[src/rtl/lfpm_pkg.sv]
// Shared types and special-value builders for the byte-serial Mitchell multiplier.
package lfpm_pkg;

  typedef enum logic [1:0] {LOAD, CALC, SEND} state_e;

  typedef enum logic [1:0] {CL_ZERO, CL_NORM, CL_INF, CL_NAN} cls_e;

  // Patterns are returned right-aligned in 64 bits; callers size-cast to their word width.
  function automatic logic [63:0] inf_bits(input int exp_w, input int man_w);
    return ((64'd1 << exp_w) - 64'd1) << man_w;
  endfunction

  function automatic logic [63:0] nan_bits(input int exp_w, input int man_w);
    return inf_bits(exp_w, man_w) | (64'd1 << (man_w - 1));
  endfunction

endpackage

[src/rtl/lfpm_serial_core_if.sv]
// Byte-lane handshake bundle between the pin wrapper (master) and the core (slave).
interface lfpm_serial_core_if;
  logic       in_valid;
  logic [7:0] a_byte;
  logic [7:0] b_byte;
  logic       in_ready;
  logic       in_drop;
  logic       out_valid;
  logic [7:0] out_byte;
  logic       out_last;
  logic       out_ready;

  modport master (
    output in_valid, a_byte, b_byte, out_ready,
    input  in_ready, in_drop, out_valid, out_byte, out_last
  );

  modport slave (
    input  in_valid, a_byte, b_byte, out_ready,
    output in_ready, in_drop, out_valid, out_byte, out_last
  );
endinterface

[src/rtl/lfpm_mitchell_mul.sv]
// Combinational Mitchell log-domain float multiply with explicit specials,
// overflow to inf and underflow flush to zero.
module lfpm_mitchell_mul
  import lfpm_pkg::*;
#(
  parameter int EXP_W = 5,
  parameter int MAN_W = 10
) (
  input  logic [1+EXP_W+MAN_W-1:0] a,
  input  logic [1+EXP_W+MAN_W-1:0] b,
  output logic [1+EXP_W+MAN_W-1:0] p
);
  localparam int WIDTH = 1 + EXP_W + MAN_W;
  localparam logic [WIDTH-1:0] INF_P = WIDTH'(inf_bits(EXP_W, MAN_W));
  localparam logic [WIDTH-1:0] NAN_P = WIDTH'(nan_bits(EXP_W, MAN_W));
  localparam logic signed [EXP_W+1:0] BIAS_S = (EXP_W+2)'((1 << (EXP_W - 1)) - 1);
  localparam logic signed [EXP_W+1:0] EMAX_S = (EXP_W+2)'((1 << EXP_W) - 1);

  function automatic cls_e classify(input logic [EXP_W-1:0] e, input logic [MAN_W-1:0] f);
    if (e == '0)     return CL_ZERO;
    else if (&e)     return (f != '0) ? CL_NAN : CL_INF;
    else             return CL_NORM;
  endfunction

  logic                    sp;
  logic [EXP_W-1:0]        ea, eb;
  logic [MAN_W-1:0]        fa, fb, fp;
  logic [MAN_W:0]          fs;
  logic signed [EXP_W+1:0] ep;
  cls_e                    cls_a, cls_b;

  assign sp = a[WIDTH-1] ^ b[WIDTH-1];
  assign ea = a[WIDTH-2:MAN_W];
  assign eb = b[WIDTH-2:MAN_W];
  assign fa = a[MAN_W-1:0];
  assign fb = b[MAN_W-1:0];
  assign cls_a = classify(ea, fa);
  assign cls_b = classify(eb, fb);

  // log2(1+f) ~ f: fraction sum carry bumps the exponent, the low bits are the product fraction.
  assign fs = {1'b0, fa} + {1'b0, fb};
  assign fp = fs[MAN_W-1:0];
  assign ep = $signed({2'b00, ea}) + $signed({2'b00, eb}) - BIAS_S
            + $signed({{(EXP_W+1){1'b0}}, fs[MAN_W]});

  always_comb begin
    p = {sp, ep[EXP_W-1:0], fp};
    if (cls_a == CL_NAN || cls_b == CL_NAN ||
        (cls_a == CL_INF && cls_b == CL_ZERO) || (cls_a == CL_ZERO && cls_b == CL_INF)) begin
      p = NAN_P;
    end else if (cls_a == CL_INF || cls_b == CL_INF) begin
      p = {sp, INF_P[WIDTH-2:0]};
    end else if (cls_a == CL_ZERO || cls_b == CL_ZERO) begin
      p = {sp, {(WIDTH-1){1'b0}}};
    end else if (ep >= EMAX_S) begin
      p = {sp, INF_P[WIDTH-2:0]};
    end else if (ep <= 0) begin
      p = {sp, {(WIDTH-1){1'b0}}};
    end
  end
endmodule

[src/rtl/lfpm_serial_core.sv]
// Byte-serial wrapper: gathers operand bytes, multiplies in one cycle, streams
// the product out under valid/ready backpressure.
module lfpm_serial_core
  import lfpm_pkg::*;
#(
  parameter int EXP_W = 5,
  parameter int MAN_W = 10
) (
  input  logic               clk,
  input  logic               rst_n,
  lfpm_serial_core_if.slave  bus
);
  localparam int WIDTH  = 1 + EXP_W + MAN_W;
  localparam int NBYTES = WIDTH / 8;
  localparam int CNT_W  = (NBYTES > 1) ? $clog2(NBYTES) : 1;
  localparam logic [CNT_W-1:0] LAST = CNT_W'(NBYTES - 1);

  state_e           state_reg;
  logic [CNT_W-1:0] cnt_reg;
  logic [CNT_W-1:0] cnt_next;
  logic [WIDTH-1:0] a_reg, b_reg, result_reg, product;
  logic             in_drop_reg, out_valid_reg, out_last_reg;
  logic [7:0]       out_byte_reg;

  lfpm_mitchell_mul #(.EXP_W(EXP_W), .MAN_W(MAN_W)) u_mul (
    .a (a_reg),
    .b (b_reg),
    .p (product)
  );

  assign cnt_next      = cnt_reg + 1'b1;
  assign bus.in_ready  = (state_reg == LOAD);
  assign bus.in_drop   = in_drop_reg;
  assign bus.out_valid = out_valid_reg;
  assign bus.out_byte  = out_byte_reg;
  assign bus.out_last  = out_last_reg;

  always_ff @(posedge clk or negedge rst_n) begin
    if (!rst_n) begin
      state_reg     <= LOAD;
      cnt_reg       <= '0;
      a_reg         <= '0;
      b_reg         <= '0;
      result_reg    <= '0;
      in_drop_reg   <= 1'b0;
      out_valid_reg <= 1'b0;
      out_byte_reg  <= '0;
      out_last_reg  <= 1'b0;
    end else begin
      in_drop_reg <= bus.in_valid && (state_reg != LOAD);
      case (state_reg)
        LOAD: begin
          if (bus.in_valid) begin
            a_reg[8*cnt_reg +: 8] <= bus.a_byte;
            b_reg[8*cnt_reg +: 8] <= bus.b_byte;
            if (cnt_reg == LAST) begin
              cnt_reg   <= '0;
              state_reg <= CALC;
            end else begin
              cnt_reg <= cnt_next;
            end
          end
        end
        CALC: begin
          result_reg <= product;
          cnt_reg    <= '0;
          state_reg  <= SEND;
        end
        SEND: begin
          // First SEND cycle only loads the output registers, giving the two-edge latency.
          if (!out_valid_reg) begin
            out_valid_reg <= 1'b1;
            out_byte_reg  <= result_reg[7:0];
            out_last_reg  <= (cnt_reg == LAST);
          end else if (bus.out_ready) begin
            if (cnt_reg == LAST) begin
              out_valid_reg <= 1'b0;
              out_last_reg  <= 1'b0;
              cnt_reg       <= '0;
              state_reg     <= LOAD;
            end else begin
              cnt_reg      <= cnt_next;
              out_byte_reg <= result_reg[8*cnt_next +: 8];
              out_last_reg <= (cnt_next == LAST);
            end
          end
        end
        default: begin
          state_reg <= LOAD;
          cnt_reg   <= '0;
        end
      endcase
    end
  end
endmodule

[src/flat_wrapper.sv]
// flat-port wrapper written by rule: the top's interface ports become plain ports
module lfpm_serial_core_flat import lfpm_pkg::*;
#(
  parameter int EXP_W = 5,
  parameter int MAN_W = 10
)
  (clk, rst_n, bus_in_valid, bus_a_byte, bus_b_byte, bus_out_ready, bus_in_ready, bus_in_drop, bus_out_valid, bus_out_byte, bus_out_last);
  lfpm_serial_core_if bus_i ();
  input  logic clk;
  input  logic rst_n;
  input wire logic [$bits(bus_i.in_valid)-1:0] bus_in_valid;
  input wire logic [$bits(bus_i.a_byte)-1:0] bus_a_byte;
  input wire logic [$bits(bus_i.b_byte)-1:0] bus_b_byte;
  input wire logic [$bits(bus_i.out_ready)-1:0] bus_out_ready;
  output wire logic [$bits(bus_i.in_ready)-1:0] bus_in_ready;
  output wire logic [$bits(bus_i.in_drop)-1:0] bus_in_drop;
  output wire logic [$bits(bus_i.out_valid)-1:0] bus_out_valid;
  output wire logic [$bits(bus_i.out_byte)-1:0] bus_out_byte;
  output wire logic [$bits(bus_i.out_last)-1:0] bus_out_last;
  assign bus_i.in_valid = bus_in_valid;
  assign bus_i.a_byte = bus_a_byte;
  assign bus_i.b_byte = bus_b_byte;
  assign bus_i.out_ready = bus_out_ready;
  assign bus_in_ready = bus_i.in_ready;
  assign bus_in_drop = bus_i.in_drop;
  assign bus_out_valid = bus_i.out_valid;
  assign bus_out_byte = bus_i.out_byte;
  assign bus_out_last = bus_i.out_last;
  lfpm_serial_core #(.EXP_W(EXP_W), .MAN_W(MAN_W)) u_core (.clk(clk), .rst_n(rst_n), .bus(bus_i));
endmodule
[config.mk]
export PLATFORM = sky130hd
export DESIGN_NAME = lfpm_serial_core_flat
export DESIGN_NICKNAME = d
export VERILOG_FILES = /design/src/rtl/lfpm_pkg.sv /design/src/rtl/lfpm_serial_core_if.sv /design/src/rtl/lfpm_mitchell_mul.sv /design/src/rtl/lfpm_serial_core.sv /design/src/flat_wrapper.sv
export SDC_FILE = /design/constraint.sdc
export NUM_CORES = 1
export LEC_CHECK = 0
export CORE_ASPECT_RATIO = 0.6
export CORE_MARGIN = 4
export CORE_UTILIZATION = 50
export DETAILED_ROUTE_END_ITERATION = 16
export DONT_BUFFER_PORTS = 1
export HOLD_SLACK_MARGIN = 0.08
export PLACE_DENSITY = 0.7
export SLEW_MARGIN = 15
export SYNTH_ARGS = -nofsm -noshare
export SYNTH_HDL_FRONTEND = slang
export SYNTH_SLANG_ARGS = --single-unit
[constraint.sdc]
create_clock -name clk -period 10.7 [get_ports clk]
set_input_delay 1.07 -clock clk [delete_from_list [all_inputs] [get_ports clk]]
set_output_delay 1.07 -clock clk [all_outputs]
set_load 0.005 [all_outputs]
# Yosys cells after proc, flatten, opt, wreduce, memory -nomap -nowiden
# Index checks and enable logic that the tools add are counted.
[word_totals] inputBits=20 elab_cells=89 ff_bits=62
[op_classes] n_reduce_logical=23 n_bitwise=1 muxes=31 n_eq_ne=13 n_addsub=6 n_shift=4 magnitude_cmp=2
[op_table] operator="$shiftx 8x34->16" n=2
[op_table] operator="$mux 15" n=4
[op_table] operator="$neg 4->34" n=1
[op_table] operator="$shift 8x34->16 const A" n=1
[op_table] operator="$bwmux 16" n=2
[op_table] operator="$mux 8" n=3
[op_table] operator="$reduce_bool 10->1" n=2
[op_table] operator="$mux 2" n=9
[op_table] operator="$mux 16" n=1
[op_table] operator="$shiftx 16x5->8" n=1
[op_table] operator="$reduce_and 5->1" n=3
[op_table] operator="$add 10x10->11" n=1
[op_table] operator="$eq 2x2->1 const B" n=5
[op_table] operator="$logic_not 5->1" n=2
[op_table] operator="$mux 1" n=10
[op_table] operator="$ne 2x2->1 const B" n=4
[op_table] operator="$add 7x2->7" n=1
[op_table] operator="$ge 7x6->1 const B" n=1
[op_table] operator="$le 7x1->1 const B" n=1
[op_table] operator="$sub 6x4->7 const B" n=1
[op_table] operator="$add 5x5->6" n=1
[op_table] operator="$logic_not 2->1" n=3
[op_table] operator="$ne 2x1->1 const B" n=3
[op_table] operator="$pmux 2 s3" n=1
[op_table] operator="9 further kinds" n=17

# Logic depth before layout (Yosys ltp)
[depth] word_depth=9 ltp_mapped=20 ltp_nobuf=20

# Modules after synthesis
# From an unflattened synthesis, not the netlist that was laid out.
[unflattened] cells_unflattened=310 hier_area_um2=3654.8
[modules_own_cells] mod="lfpm_serial_core" n_inst=1 area_per_inst_um2=2519.9 cells_each=153 seq_area_each_um2=1551.5
[modules_own_cells] mod="lfpm_mitchell_mul" n_inst=1 area_per_inst_um2=1134.8 cells_each=157 seq_area_each_um2=0.0

# Worst setup path after synthesis
# No wires, ideal clock.
[synth_timing] path_kind="register to register" start="reg u_core.b_reg[0]" end="reg u_core.result_reg[3]" period_less_slack_ps=4161 arrival_ps=4036 setup_time_ps=125 slack_ps=6539 stages_incl_launch_ff=20 required_ps=10575 path_cell_list="dfrtp_1 > ha_1 > inv_1 > fa_1 > nor2b_1 > o31a_1 > o21ai_0 > a21oi_1 > a21o_1 > a21oi_1 > ha_1 > inv_1 > ha_1 > inv_1 > fa_1 > xor2_1 > or4b_1 > or3_4 > nand4_4 > o31ai_2"
[synth_between] elab_chain_len=9 word_cells_on_any_way=23 classes_between="add/sub: 2; order compare: 2; eq/ne: 2; mux: 8; reduce/logical: 9"
[synth_rtl] item="start, declared" line="lfpm_serial_core.sv:21" source="logic [WIDTH-1:0] a_reg, b_reg, result_reg, product;"
[synth_rtl] item="start signal, assigned by index" line="lfpm_serial_core.sv:55" source="b_reg[8*cnt_reg +: 8] <= bus.b_byte;"
[synth_rtl] item="parallel branches: the longest is 8 deep, another holds $add 10x10->11"
[synth_rtl] item="$mux 16 *" line="lfpm_mitchell_mul.sv:48" source="if (cls_a == CL_NAN || cls_b == CL_NAN ||"
[synth_rtl] item="end signal, assigned" line="lfpm_serial_core.sv:65" source="result_reg <= product;"
[synth_rtl] item="end, declared" line="lfpm_serial_core.sv:21"
# Mark *: on every way between the ends.
# A chain may end at the register's enable or synchronous reset.

# Final worst setup path
[layout_timing] start="reg u_core.a_reg[0]" end="reg u_core.result_reg[3]"
[layout_between] elab_chain_len=9 word_cells_on_any_way=23 classes_between="add/sub: 2; order compare: 2; eq/ne: 2; mux: 8; reduce/logical: 9"
[layout_rtl] item="start, declared" line="lfpm_serial_core.sv:21"
[layout_rtl] item="start signal, assigned by index" line="lfpm_serial_core.sv:54" source="a_reg[8*cnt_reg +: 8] <= bus.a_byte;"
[layout_rtl] item="parallel branches: the longest is 8 deep, another holds $add 10x10->11"
[layout_rtl] item="$mux 16 *" line="lfpm_mitchell_mul.sv:48"
# Marked as above.

==> metrics.txt <==
status=finished, final reports clean; 1st-iter DRT viols=187; CP max FO=9; largest net degree at the start of global routing=63; WP data required=10.94 ns; global placer's final weighted congestion=0.9072; ratio of cells with drive above 1 in the final layout=17.74%; DRT Pass-1 Iters=4; R2R cell count=20; register-to-register setup slack=6.18 ns; number of inserted diodes=0; first-pass GRT wire length=12.32 mm; DRT antenna net count=0; Post-CTS Hold Fix Bufs=0; Starting Density=51.37%; Worst Setup Start Kind=flop; via count=2423; Syn Area/Cell=10.75 um^2; cell with the most instances after synthesis=dfrtp_1; Area Growth Syn to Fin=10.87%; min-delay worst type=in -> async; routed wire length=7.425 mm; Fin. Hold Viols=0; worst-skew pair later-pin latency=0.33 ns; die area=8291 um^2; Slew HR=38.81%; Max Transition Viols Final=0; fin crit period=4.522 ns; Yosys reg bits=62; Post-Route Skew=0.006876 ns; syn nets=362; most instantiated cells after synthesis=dfrtp_1 (62), mux2_2 (28), ha_1 (21), nand2_1 (21), a21oi_1 (20); setup bufs post-CTS=0; final net count=365; Worst-path clk slew=0.05 ns; I/O Buffers=0; top_reg_cell synth=dfrtp_1; Die Y=72.15 um; GRT Util Overall=19.53%; DIE WIDTH=114.9 um; TritonCTS Buffers=9; EDFF count, synth=0; # fillers=588; Worst Setup End Kind=flop; Final period util=42.26%; drc violations=0; Reg2Reg Launch Point=u_core.a_reg[0]$_DFFE_PN0P_; FFs w/ async S/R, synth=100.0%; MaxCap Viol Count=0; Syn Std Cell Area=3430 um^2; Via density=5.853; Yosys top cell by area=dfrtp_1; RSZ-0062 raised after global routing=no; wire per inst=17.93 um; CTS Sinks=62; clock root buffer=clkbuf_16; initial antenna violation count=0; sequential share of the synthesized area=45.24%; number of global-route vias before repair=2345; WS Path Type=reg -> reg; Distinct cells, synth=52; Synth Instances=319; share of the synthesized area in the top cell type=45.24%; CTS tree=done; top post-synthesis cells by area=dfrtp_1 (45%), mux2_2 (9.2%), ha_1 (7.7%), a21oi_1 (2.9%), mux2i_1 (2.3%); Max H-tree Level=3; final setup fails=0; Max Clock Freq=221.1 MHz; worst path arrival time=4.76 ns; clock buffer depth=2; Core Region=6676 um^2; Setup TNS Final=0 ns; Worst Tran Pin Value=0.9179 ns; DP HPWL=5.624 mm; R2R Path End=u_core.result_reg[3]$_DFFE_PN0N_; CTS resizes=0; gr ovfl total=0; FP Rows=23; io pins=32; Synth Warn #=0
## metal layers
metal	vias to the layer above	part of all wire [%]	GRT usage [%]
met5	-	0	0
met4	0	0.82	5.078
met3	7	9.1	9.000
met2	76	40	25.00
met1	1179	50	29.41
li1	1161	-	-
## how the worst max path moves through the flow
stage                                            from                               end  slack (ns)
after detailed placement  u_core.a_reg[0]$_DFFE_PN0P_  u_core.result_reg[3]$_DFFE_PN0N_        6.17
final                     u_core.a_reg[0]$_DFFE_PN0P_  u_core.result_reg[3]$_DFFE_PN0N_        6.18
after floorplan           u_core.b_reg[0]$_DFFE_PN0P_  u_core.result_reg[3]$_DFFE_PN0N_        6.54
after CTS                 u_core.a_reg[0]$_DFFE_PN0P_  u_core.result_reg[3]$_DFFE_PN0N_        6.17
after global placement    u_core.a_reg[0]$_DFFE_PN0P_  u_core.result_reg[3]$_DFFE_PN0N_        6.34
after global routing      u_core.a_reg[0]$_DFFE_PN0P_  u_core.result_reg[4]$_DFFE_PN0N_        5.87
## kinds of logic (layout without fill, tap and decap cells)
family | after synthesis | in the layout | share of synthesized area (%)
xor+xnor | 11 | 11 | 3.028
mux | 36 | 36 | 11.53
flops | 62 | 62 | 45.24
fa+ha+maj | 23 | 23 | 8.829
buf+inv | 25 | 33 | 2.882
simple gates | 89 | 89 | 14.05
compound gates | 73 | 73 | 14.45
## per-stage QoR
step / util, % / cells / hold slack (ns) / setup slack (ns) / instance area [um^2]
finish: 56.95 / 414 / 0.4358 / 6.178 / 3802
global route: 56.95 / 414 / 0.4185 / 5.873 / 3802
CTS: 56.95 / 414 / 0.4224 / 6.170 / 3802
detailed placement: 52.59 / 398 / 0.4865 / 6.172 / 3511
global placement: 52.59 / 398 / 0.4699 / 6.336 / 3511
floorplan: - / 319 / 0.4492 / 6.539 / 3430
## worst max-delay path, stage by stage (launching register included)
cell and delay [ns]:
dfrtp_1 0.38, ha_1 0.21, inv_1 0.07, fa_1 0.46, nor2b_1 0.17, o31a_1 0.18, o21ai_0 0.11, a21oi_1 0.23
a21o_1 0.15, a21oi_1 0.07, ha_1 0.29, inv_1 0.06, ha_1 0.19, inv_1 0.07, fa_1 0.45, nor2b_4 0.17
o22ai_1 0.10, o21a_1 0.20, o311ai_2 0.37, nand4_4 0.23, o31ai_2 0.28
## cell usage in the layout (no fill, tap or decap), types with 6 or more instances in the layout
| master | synthesis | layout |
|---|---|---|
| mux2i_1 | 8 | 8 |
| o21a_1 | 6 | 6 |
| nor3_1 | 6 | 6 |
| o21ai_0 | 11 | 11 |
| a21oi_1 | 20 | 20 |
| clkbuf_16 | 0 | 9 |
| dfrtp_1 | 62 | 62 |
| o22a_1 | 6 | 6 |
| nor4_1 | 7 | 7 |
| xor2_1 | 6 | 6 |
| nand3_1 | 6 | 6 |
| nor2_1 | 19 | 19 |
| ha_1 | 21 | 21 |
| inv_1 | 15 | 15 |
| nand2_1 | 21 | 21 |
| o21ai_1 | 7 | 7 |
| mux2_2 | 28 | 28 |
## layout make-up
class | instances | area, um^2 | area share, %
inverters | 15 | 56.30 | 1.481
flip-flops and latches | 62 | 1551 | 40.80
multi-input cells | 232 | 1779 | 46.79
repair buffers | 2 | 15.01 | 0.3949
well taps | 87 | 108.9 | 2.863
clock buffers | 10 | 229.0 | 6.022
clock inverters | 6 | 62.56 | 1.645
Power is not shown: default switching activity piles up to over one toggle a cycle in this logic, so the estimate is an artifact.
